<file path="config.mk">
export PLATFORM = sky130hd
export DESIGN_NAME = serial_deserializer_flat
export DESIGN_NICKNAME = d
export VERILOG_FILES = /design/src/rtl/serial_deserializer_pkg.sv /design/src/rtl/serial_deserializer_if.sv /design/src/rtl/serial_bit_counter.sv /design/src/rtl/serial_deserializer.sv /design/src/flat_wrapper.sv
export SDC_FILE = /design/constraint.sdc
export NUM_CORES = 1
export LEC_CHECK = 0
export CORE_UTILIZATION = 40
export CTS_CLUSTER_SIZE = 20
export DETAILED_ROUTE_END_ITERATION = 16
export DONT_BUFFER_PORTS = 1
export HOLD_SLACK_MARGIN = 0.1
export PLACE_DENSITY = 0.61
export SLEW_MARGIN = 20
export SYNTH_ARGS = -nofsm -noshare
export SYNTH_HDL_FRONTEND = slang
export SYNTH_HIERARCHICAL = 1
export SYNTH_SLANG_ARGS = --single-unit
</file>
<file path="constraint.sdc">
create_clock -name i_clk -period 3.65 [get_ports i_clk]
set_input_delay 0.1825 -clock i_clk [delete_from_list [all_inputs] [get_ports i_clk]]
set_output_delay 0.1825 -clock i_clk [all_outputs]
set_load 0.02 [all_outputs]
</file>
<file path="src/rtl/serial_deserializer_pkg.sv">
// Shared definitions for the serial byte link: frame state encoding and the
// handshake-fire helper, so transmitter and receiver agree on both.
package serial_deserializer_pkg;

    // Frame-level states shared by both ends of the link.
    typedef enum logic {
        ST_IDLE  = 1'b0,
        ST_SHIFT = 1'b1
    } state_t;

    // A transfer happens on any edge where the producer offers and the consumer takes.
    function automatic logic hs_fire(input logic valid, input logic ready);
        return valid & ready;
    endfunction

endpackage

</file>
<file path="src/rtl/serial_deserializer_if.sv">
// Pin/consumer-side bundle of the deserializer.
// Handshake: the word on o_data_out transfers on every rising edge where
// o_out_valid and i_out_ready are both 1; o_out_valid never drops without
// such a transfer, and o_data_out holds steady while o_out_valid=1 and
// i_out_ready=0.
interface serial_deserializer_if #(
    parameter int WIDTH = 8
);
    logic             i_enable;
    logic             i_serial_in;
    logic             i_frame_start;
    logic             i_out_ready;
    logic             i_err_clr;
    logic [WIDTH-1:0] o_data_out;
    logic             o_out_valid;
    logic             o_busy;
    logic             o_overrun;
    logic             o_frame_err;

    // Driver / consumer side.
    modport master (
        output i_enable, i_serial_in, i_frame_start, i_out_ready, i_err_clr,
        input  o_data_out, o_out_valid, o_busy, o_overrun, o_frame_err
    );

    // Deserializer side.
    modport slave (
        input  i_enable, i_serial_in, i_frame_start, i_out_ready, i_err_clr,
        output o_data_out, o_out_valid, o_busy, o_overrun, o_frame_err
    );
endinterface

</file>
<file path="src/rtl/serial_bit_counter.sv">
// Bit position counter for one serial frame: load to 1 on the first bit,
// increment per bit, clear at frame end, flag the last bit position.
module serial_bit_counter #(
    parameter int WIDTH = 8
) (
    input  logic                     i_clk,
    input  logic                     i_rst,     // synchronous, active low
    input  logic                     i_load1,
    input  logic                     i_inc,
    input  logic                     i_clear,
    output logic [$clog2(WIDTH)-1:0] o_count,
    output logic                     o_tc
);
    localparam int CNT_W = $clog2(WIDTH);

    logic [CNT_W-1:0] r_count;

    // Clear wins over load, load wins over increment.
    always_ff @(posedge i_clk) begin
        if (!i_rst) begin
            r_count <= '0;
        end else if (i_clear) begin
            r_count <= '0;
        end else if (i_load1) begin
            r_count <= CNT_W'(1);
        end else if (i_inc) begin
            r_count <= r_count + CNT_W'(1);
        end
    end

    assign o_count = r_count;
    assign o_tc    = (r_count == CNT_W'(WIDTH - 1));

endmodule

</file>
<file path="src/rtl/serial_deserializer.sv">
// Receive end of the serial byte link: gathers WIDTH bits per frame into a
// word, hands it to the consumer through a one-word buffer, and keeps
// sticky overrun / framing-error flags.
module serial_deserializer
    import serial_deserializer_pkg::*;
#(
    parameter int WIDTH     = 8,
    parameter bit MSB_FIRST = 1'b1
) (
    input  logic                     i_clk,
    input  logic                     i_rst,      // synchronous, active low
    serial_deserializer_if.slave     bus,
    output state_t                   o_state,    // debug: frame FSM state
    output logic [$clog2(WIDTH)-1:0] o_bit_cnt   // debug: bits captured so far
);
    localparam int CNT_W = $clog2(WIDTH);

    state_t           r_state;
    state_t           w_state_next;
    logic             w_start;       // first bit of a frame (fresh or restart)
    logic             w_shift;       // subsequent bit of the current frame
    logic             w_complete;    // this bit finishes the frame
    logic             w_abort;       // frame start seen mid-frame
    logic [CNT_W-1:0] w_bit_cnt;
    logic             w_tc;
    logic [WIDTH-1:0] r_shift;
    logic [WIDTH-1:0] w_shift_next;
    logic [WIDTH-1:0] w_first_word;
    logic [WIDTH-1:0] r_data_out;
    logic             r_out_valid;
    logic             r_overrun;
    logic             r_frame_err;
    logic             w_fire;
    logic             w_accept;
    logic             w_drop;

    serial_bit_counter #(.WIDTH(WIDTH)) u_bit_counter (
        .i_clk   (i_clk),
        .i_rst   (i_rst),
        .i_load1 (w_start),
        .i_inc   (w_shift & ~w_tc),
        .i_clear (w_complete),
        .o_count (w_bit_cnt),
        .o_tc    (w_tc)
    );

    // Frame state register.
    always_ff @(posedge i_clk) begin
        if (!i_rst) begin
            r_state <= ST_IDLE;
        end else begin
            r_state <= w_state_next;
        end
    end

    // Next state and per-bit decode; a frame start always restarts the frame.
    always_comb begin
        w_state_next = r_state;
        w_start      = 1'b0;
        w_shift      = 1'b0;
        w_complete   = 1'b0;
        w_abort      = 1'b0;
        case (r_state)
            ST_IDLE: begin
                if (bus.i_enable && bus.i_frame_start) begin
                    w_start      = 1'b1;
                    w_state_next = ST_SHIFT;
                end
            end
            ST_SHIFT: begin
                if (bus.i_enable) begin
                    if (bus.i_frame_start) begin
                        w_start = 1'b1;
                        w_abort = 1'b1;
                    end else begin
                        w_shift = 1'b1;
                        if (w_tc) begin
                            w_complete   = 1'b1;
                            w_state_next = ST_IDLE;
                        end
                    end
                end
            end
            default: w_state_next = ST_IDLE;
        endcase
    end

    // Word assembly: MSB-first shifts left so bit 0 ends up in the MSB.
    always_comb begin
        w_first_word = '0;
        w_shift_next = '0;
        if (MSB_FIRST) begin
            w_first_word = {{(WIDTH-1){1'b0}}, bus.i_serial_in};
            w_shift_next = {r_shift[WIDTH-2:0], bus.i_serial_in};
        end else begin
            w_first_word = {bus.i_serial_in, {(WIDTH-1){1'b0}}};
            w_shift_next = {bus.i_serial_in, r_shift[WIDTH-1:1]};
        end
    end

    // Shift register; a restart discards any partial word.
    always_ff @(posedge i_clk) begin
        if (!i_rst) begin
            r_shift <= '0;
        end else if (w_start) begin
            r_shift <= w_first_word;
        end else if (w_shift) begin
            r_shift <= w_shift_next;
        end
    end

    // A completed word is taken if the buffer is empty or drains on this edge.
    assign w_fire   = hs_fire(r_out_valid, bus.i_out_ready);
    assign w_accept = w_complete & (~r_out_valid | bus.i_out_ready);
    assign w_drop   = w_complete & ~w_accept;

    // One-word output buffer; data holds its last value after a consume.
    always_ff @(posedge i_clk) begin
        if (!i_rst) begin
            r_data_out  <= '0;
            r_out_valid <= 1'b0;
        end else if (w_accept) begin
            r_data_out  <= w_shift_next;
            r_out_valid <= 1'b1;
        end else if (w_fire) begin
            r_out_valid <= 1'b0;
        end
    end

    // Sticky error flags; a set on the same edge as a clear wins.
    always_ff @(posedge i_clk) begin
        if (!i_rst) begin
            r_overrun   <= 1'b0;
            r_frame_err <= 1'b0;
        end else begin
            r_overrun   <= w_drop  | (r_overrun   & ~bus.i_err_clr);
            r_frame_err <= w_abort | (r_frame_err & ~bus.i_err_clr);
        end
    end

    assign bus.o_data_out  = r_data_out;
    assign bus.o_out_valid = r_out_valid;
    assign bus.o_busy      = (r_state == ST_SHIFT);
    assign bus.o_overrun   = r_overrun;
    assign bus.o_frame_err = r_frame_err;
    assign o_state         = r_state;
    assign o_bit_cnt       = w_bit_cnt;

endmodule

</file>
<file path="src/flat_wrapper.sv">
// flat-port wrapper written by rule: the top's interface ports become plain ports
module serial_deserializer_flat import serial_deserializer_pkg::*;
#(
    parameter int WIDTH     = 8,
    parameter bit MSB_FIRST = 1'b1
)
  (i_clk, i_rst, o_state, o_bit_cnt, bus_i_enable, bus_i_serial_in, bus_i_frame_start, bus_i_out_ready, bus_i_err_clr, bus_o_data_out, bus_o_out_valid, bus_o_busy, bus_o_overrun, bus_o_frame_err);
  serial_deserializer_if #(.WIDTH(WIDTH)) bus_i ();
  input  logic i_clk;
  input  logic i_rst;
  output state_t o_state;
  output logic [$clog2(WIDTH)-1:0] o_bit_cnt;
  input wire logic [$bits(bus_i.i_enable)-1:0] bus_i_enable;
  input wire logic [$bits(bus_i.i_serial_in)-1:0] bus_i_serial_in;
  input wire logic [$bits(bus_i.i_frame_start)-1:0] bus_i_frame_start;
  input wire logic [$bits(bus_i.i_out_ready)-1:0] bus_i_out_ready;
  input wire logic [$bits(bus_i.i_err_clr)-1:0] bus_i_err_clr;
  output wire logic [$bits(bus_i.o_data_out)-1:0] bus_o_data_out;
  output wire logic [$bits(bus_i.o_out_valid)-1:0] bus_o_out_valid;
  output wire logic [$bits(bus_i.o_busy)-1:0] bus_o_busy;
  output wire logic [$bits(bus_i.o_overrun)-1:0] bus_o_overrun;
  output wire logic [$bits(bus_i.o_frame_err)-1:0] bus_o_frame_err;
  assign bus_i.i_enable = bus_i_enable;
  assign bus_i.i_serial_in = bus_i_serial_in;
  assign bus_i.i_frame_start = bus_i_frame_start;
  assign bus_i.i_out_ready = bus_i_out_ready;
  assign bus_i.i_err_clr = bus_i_err_clr;
  assign bus_o_data_out = bus_i.o_data_out;
  assign bus_o_out_valid = bus_i.o_out_valid;
  assign bus_o_busy = bus_i.o_busy;
  assign bus_o_overrun = bus_i.o_overrun;
  assign bus_o_frame_err = bus_i.o_frame_err;
  serial_deserializer #(.WIDTH(WIDTH), .MSB_FIRST(MSB_FIRST)) u_core (.i_clk(i_clk), .i_rst(i_rst), .bus(bus_i), .o_state(o_state), .o_bit_cnt(o_bit_cnt));
endmodule
</file>
# Yosys cells after proc, flatten, opt, wreduce, memory -nomap -nowiden
# Index checks and enable logic that the tools add are counted.
# word_totals
ff_bits	22
input_bits	7
out_inout_bits	16
# op_classes
n_addsub	1
eq_ne	1
n_mux	22
bitwise_logic	15
n_reduce_logical	7
# op_table
operator	n
$mux W1	20
$and A1 B1 Y1	6
$not A1 Y1	6
$reduce_bool A2 Y1	3
$pmux W1 S2	2
$reduce_or A2 Y1	2
$add A3 B1 Y3 const B	1
$eq A3 B3 Y1 const B	1
$or A1 B1 Y1	3
$reduce_or A3 Y1	1
$logic_and A1 B1 Y1	1

# Logic depth before layout (Yosys ltp)
# logic_depth
word_depth	9
depth_mapped	6

# Cells and area by module
# The synthesis kept the hierarchy.
# by_module_without_submodules
mod	instances	cells_per_inst	area_per_inst_um2	seq_area_each_um2
serial_deserializer	1	80	770.7	380.4
serial_bit_counter	1	13	143.9	60.1

# Least setup slack after synthesis
# No wires, ideal clock.
# synth_path
kind	reg2reg
startpoint	reg u_core.r_state, in the netlist u_core/bus.o_busy
endpoint	reg u_core.u_bit_counter.r_count[0], in the netlist u_core/u_bit_counter/o_count[0]
setup_time_ps	116
arrival_ps	1436
required_ps	3534
path_slack_ps	2098
stages_incl_launch_ff	6
path_buffers	1
period_less_slack_ps	1552
cell_sequence	dfxtp_1 and3b_1 buf_2 nor2b_1 xor2_1 o211a_1
# synth_between
elab_chain_cells	3
# synth_rtl
item	line_no	rtl
from (decl)	serial_deserializer.sv:18	state_t r_state;
from (signal assigned)	serial_deserializer.sv:52	r_state <= w_state_next;
$not A1 Y1 or $mux W1 (tied branches)	serial_deserializer.sv:63	case (r_state)
$pmux W1 S2 or $and A1 B1 Y1 (tied branches)	serial_deserializer.sv:63, serial_deserializer.sv:41	
$mux W1 or $reduce_bool A2 Y1 (tied branches)	n/a	
to (signal assigned)	serial_bit_counter.sv:27	r_count <= r_count + CNT_W'(1);
to (decl)	serial_bit_counter.sv:16	logic [CNT_W-1:0] r_count;
# Parallel ways exist; a longest one is shown, timed or not.
# A chain may end at the register's enable or synchronous reset.

# Worst setup path in the final report
# Ends and elaborated chain as after synthesis.

==> impl_metrics.env <==
export IMPL_setup_viol=0
export IMPL_avgSynthCellArea_um2=9.835
export IMPL_worstPathRequired_ns=3.85
export IMPL_syn_inst=93
export IMPL_wire_per_inst_um=12.08
export IMPL_place_congestion=0.6995
export IMPL_hpwl_um=993
export IMPL_syn_area_um2=914.6
export IMPL_reg2reg_to="u_core/u_bit_counter/o_count[0]$_SDFFE_PP0P_"
export IMPL_tns_ns=0
export IMPL_crit_fanout=7
export IMPL_slowest_stage="dfxtp_1"
export IMPL_hold_viol=0
export IMPL_max_freq_ghz=0.5358
export IMPL_die_w_um=49.82
export IMPL_place_area_um2=910.9
export IMPL_synth_edf_count=0
export IMPL_max_slew_worst_pin_slew_ns=0.8436
export IMPL_slew_viol_final=0
export IMPL_cp_top_family="simple AND/OR/NAND/NOR gates"
export IMPL_cap_viol_max_count=0
export IMPL_grt_usage_pct=13.39
export IMPL_design_area_um2=993.5
export IMPL_ys_warn_count=6
export IMPL_powerDensity_mw_per_mm2=453.5
export IMPL_area_growth_pct=8.618
export IMPL_critPathLaunchType="flip-flop"
export IMPL_dieArea_mm2=0.002482
export IMPL_wl_um=1462
export IMPL_rsz0062_at_grt="no"
export IMPL_gr_total_overflow=0
export IMPL_htreeDepth=1
export IMPL_ys_async_sr_fraction_pct=0
export IMPL_io_pins=23
export IMPL_grt_pass1_wl_um=2546
export IMPL_start_util_pct=44.36
export IMPL_period_needed_ns=1.866
export IMPL_clockBufferDepth=2
export IMPL_clock_sink_count=22
export IMPL_worstPathArrival_ns=2.07
export IMPL_reg2reg_from="u_core/bus.o_busy$_SDFF_PN0_"
export IMPL_drive_gt1_share_pct=7.447
export IMPL_ys_flop_type="dfxtp_1"
export IMPL_vdd_drop_max_mv=0.2756
export IMPL_yosys_area_top_type="dfxtp_1"
export IMPL_initialDrtViolationCount=8
export IMPL_ctsResizeCount=0
export IMPL_antenna_found_initial=0
export IMPL_relSlewSlack_pct=43.58
export IMPL_netlist_top_cells_area="dfxtp_1 (48%), mux2i_1 (12%), nand2_1 (7.0%)"
export IMPL_synth_nets=102
export IMPL_yosys_cell_count_top_type="dfxtp_1"
export IMPL_end_kind="flip-flop"
export IMPL_grt_max_degree=29
export IMPL_worst_path_buf_inv=0
export IMPL_crit_path_max_incr_delay_ns=0.70
export IMPL_dr_pass1_iters=4
export IMPL_root_buffer="clkbuf_4"
export IMPL_outcome="completed"
export IMPL_p_leak_nw=0.3798
export IMPL_portBuffers=0
export IMPL_synth_top_area_share_pct=48.15
export IMPL_clk_pin_slew_ns=0.11
export IMPL_finalCritPeriodShare_pct=51.13
export IMPL_ys_seq_area_share_pct=48.15
export IMPL_grt_pass1_vias=597
export IMPL_clock_skew_ns=0.007241
export IMPL_antenna_left=0
export IMPL_nFillCells=197
export IMPL_die_h_um=49.82
export IMPL_reg2reg_depth=4
export IMPL_cts_made_buffers=3
export IMPL_ys_top_cells_by_count="dfxtp_1 (22), nand2_1 (17), mux2i_1 (11)"
export IMPL_hold_path_end="u_core/bus.o_out_valid$_SDFFE_PN0P_"
export IMPL_clk_latency_ns=0.30
export IMPL_rrSetupSlack_ns=1.78
export IMPL_drcViolationCount=0
export IMPL_synth_seq_cells=22
export IMPL_num_vias=597
export IMPL_num_antenna_cells=0
export IMPL_hold_path_class="in -> reg"
export IMPL_worstHoldStart="bus_i_enable"
export IMPL_worstPathCellList="and3b_1, nor2b_1, xor2_1, o211a_1"
export IMPL_min_path_cells=2
export IMPL_ys_types=24
export IMPL_cts_tree="done"
export IMPL_critical_path_class="reg -> reg"
export IMPL_rows=16
export IMPL_via_per_inst=4.934
export IMPL_core_area_mm2=0.002062
export IMPL_nNetsFinal=104
==> metal layers <==
metal	track usage, %	routed length (µm)	vias to the layer above
li1	-	-	314
met1	15.97	669	272
met3	3.086	59	0
met4	5.714	0	0
met5	0	0	-
met2	22.75	733	11
==> state kept, by name (all words and copies together) (netlist names) <==
signal,cells
u_core/r_shift,7
u_core/bus.o_data_out,8
u_core/bus.o_out_valid,1
u_core/u_bit_counter/o_count,3
u_core/bus.o_frame_err,1
u_core/bus.o_busy,1
u_core/bus.o_overrun,1
==> what timing repair did <==
item                                   CTS  global route
hold buffers                             3             0
setup buffers                            0             0
endpoints found under the hold margin   20             0
==> where the power goes <==
| part | switching, W | internal [W] | total, W | leakage (nW) |
|---|---|---|---|---|
| Sequential | 0.00000676 | 0.000243 | 0.000250 | 0.178 |
| Combinational | 0.0000100 | 0.00000899 | 0.0000190 | 0.174 |
| Clock | 0.0000710 | 0.000111 | 0.000182 | 0.0279 |
==> worst max path at each step <==
stage,slack [ns],start,endpoint,cells after the start
4_1_cts,1.77,u_core/bus.o_busy$_SDFF_PN0_,u_core/u_bit_counter/o_count[0]$_SDFFE_PP0P_,4
5_1_grt,1.62,u_core/bus.o_busy$_SDFF_PN0_,u_core/u_bit_counter/o_count[0]$_SDFFE_PP0P_,4
3_3_place_gp,1.80,u_core/bus.o_busy$_SDFF_PN0_,u_core/u_bit_counter/o_count[0]$_SDFFE_PP0P_,4
3_5_place_dp,1.81,u_core/bus.o_busy$_SDFF_PN0_,u_core/u_bit_counter/o_count[0]$_SDFFE_PP0P_,4
2_1_floorplan,2.10,u_core/bus.o_busy$_SDFF_PN0_,u_core/u_bit_counter/o_count[0]$_SDFFE_PP0P_,5
6_report,1.78,u_core/bus.o_busy$_SDFF_PN0_,u_core/u_bit_counter/o_count[0]$_SDFFE_PP0P_,4
==> stage by stage <==
step                      hold slack [ns]  setup slack, ns  total power, W  util (%)  std cells
after floorplan                    0.3159            2.098       0.0002697         -         93
after global placement             0.3102            1.798       0.0002670     44.17        114
after detailed placement           0.3127            1.810       0.0002674     44.17        114
after CTS                          0.1009            1.771       0.0004582     48.18        121
after global routing               0.1100            1.624       0.0004717     48.18        121
final                              0.1052            1.784       0.0004505     48.18        121
==> kinds of logic (layout without fill, tap and decap cells) <==
group | after synthesis | count (layout) | share of synthesized area, %
xor+xnor | 1 | 1 | 0.9578
flops | 22 | 22 | 48.15
mux | 11 | 11 | 12.04
buf+inv | 9 | 10 | 5.334
fa+ha+maj | 2 | 2 | 2.736
compound gates | 12 | 12 | 9.849
simple gates | 36 | 36 | 20.93
==> layout make-up <==
class	count	area, µm²	area share, %
clock buffers	3	22.52	2.267
clock inverters	1	30.03	3.023
inverters	3	11.26	1.134
well taps	27	33.78	3.401
multi-input cells	62	425.4	42.82
repair buffers	3	30.03	3.023
flip-flops and latches	22	440.4	44.33
==> cells in the final DEF (no fill, tap or decap), drive strengths merged <==
cell type,Yosys,final
clkbuf,1,3
ha,2,2
nand2,17,17
nor2,3,3
and2,2,2
bufinv,0,1
mux2i,11,11
xor2,1,1
o211a,1,1
o22ai,1,1
nand2b,2,2
and3b,1,1
dlygate4sd3,0,3
a21boi,2,2
nor2b,9,9
or3b,1,1
o21ai,2,2
dfxtp,22,22
inv,3,3
a22oi,6,6
nand4b,1,1
Power figures use the tool's default switching activity.
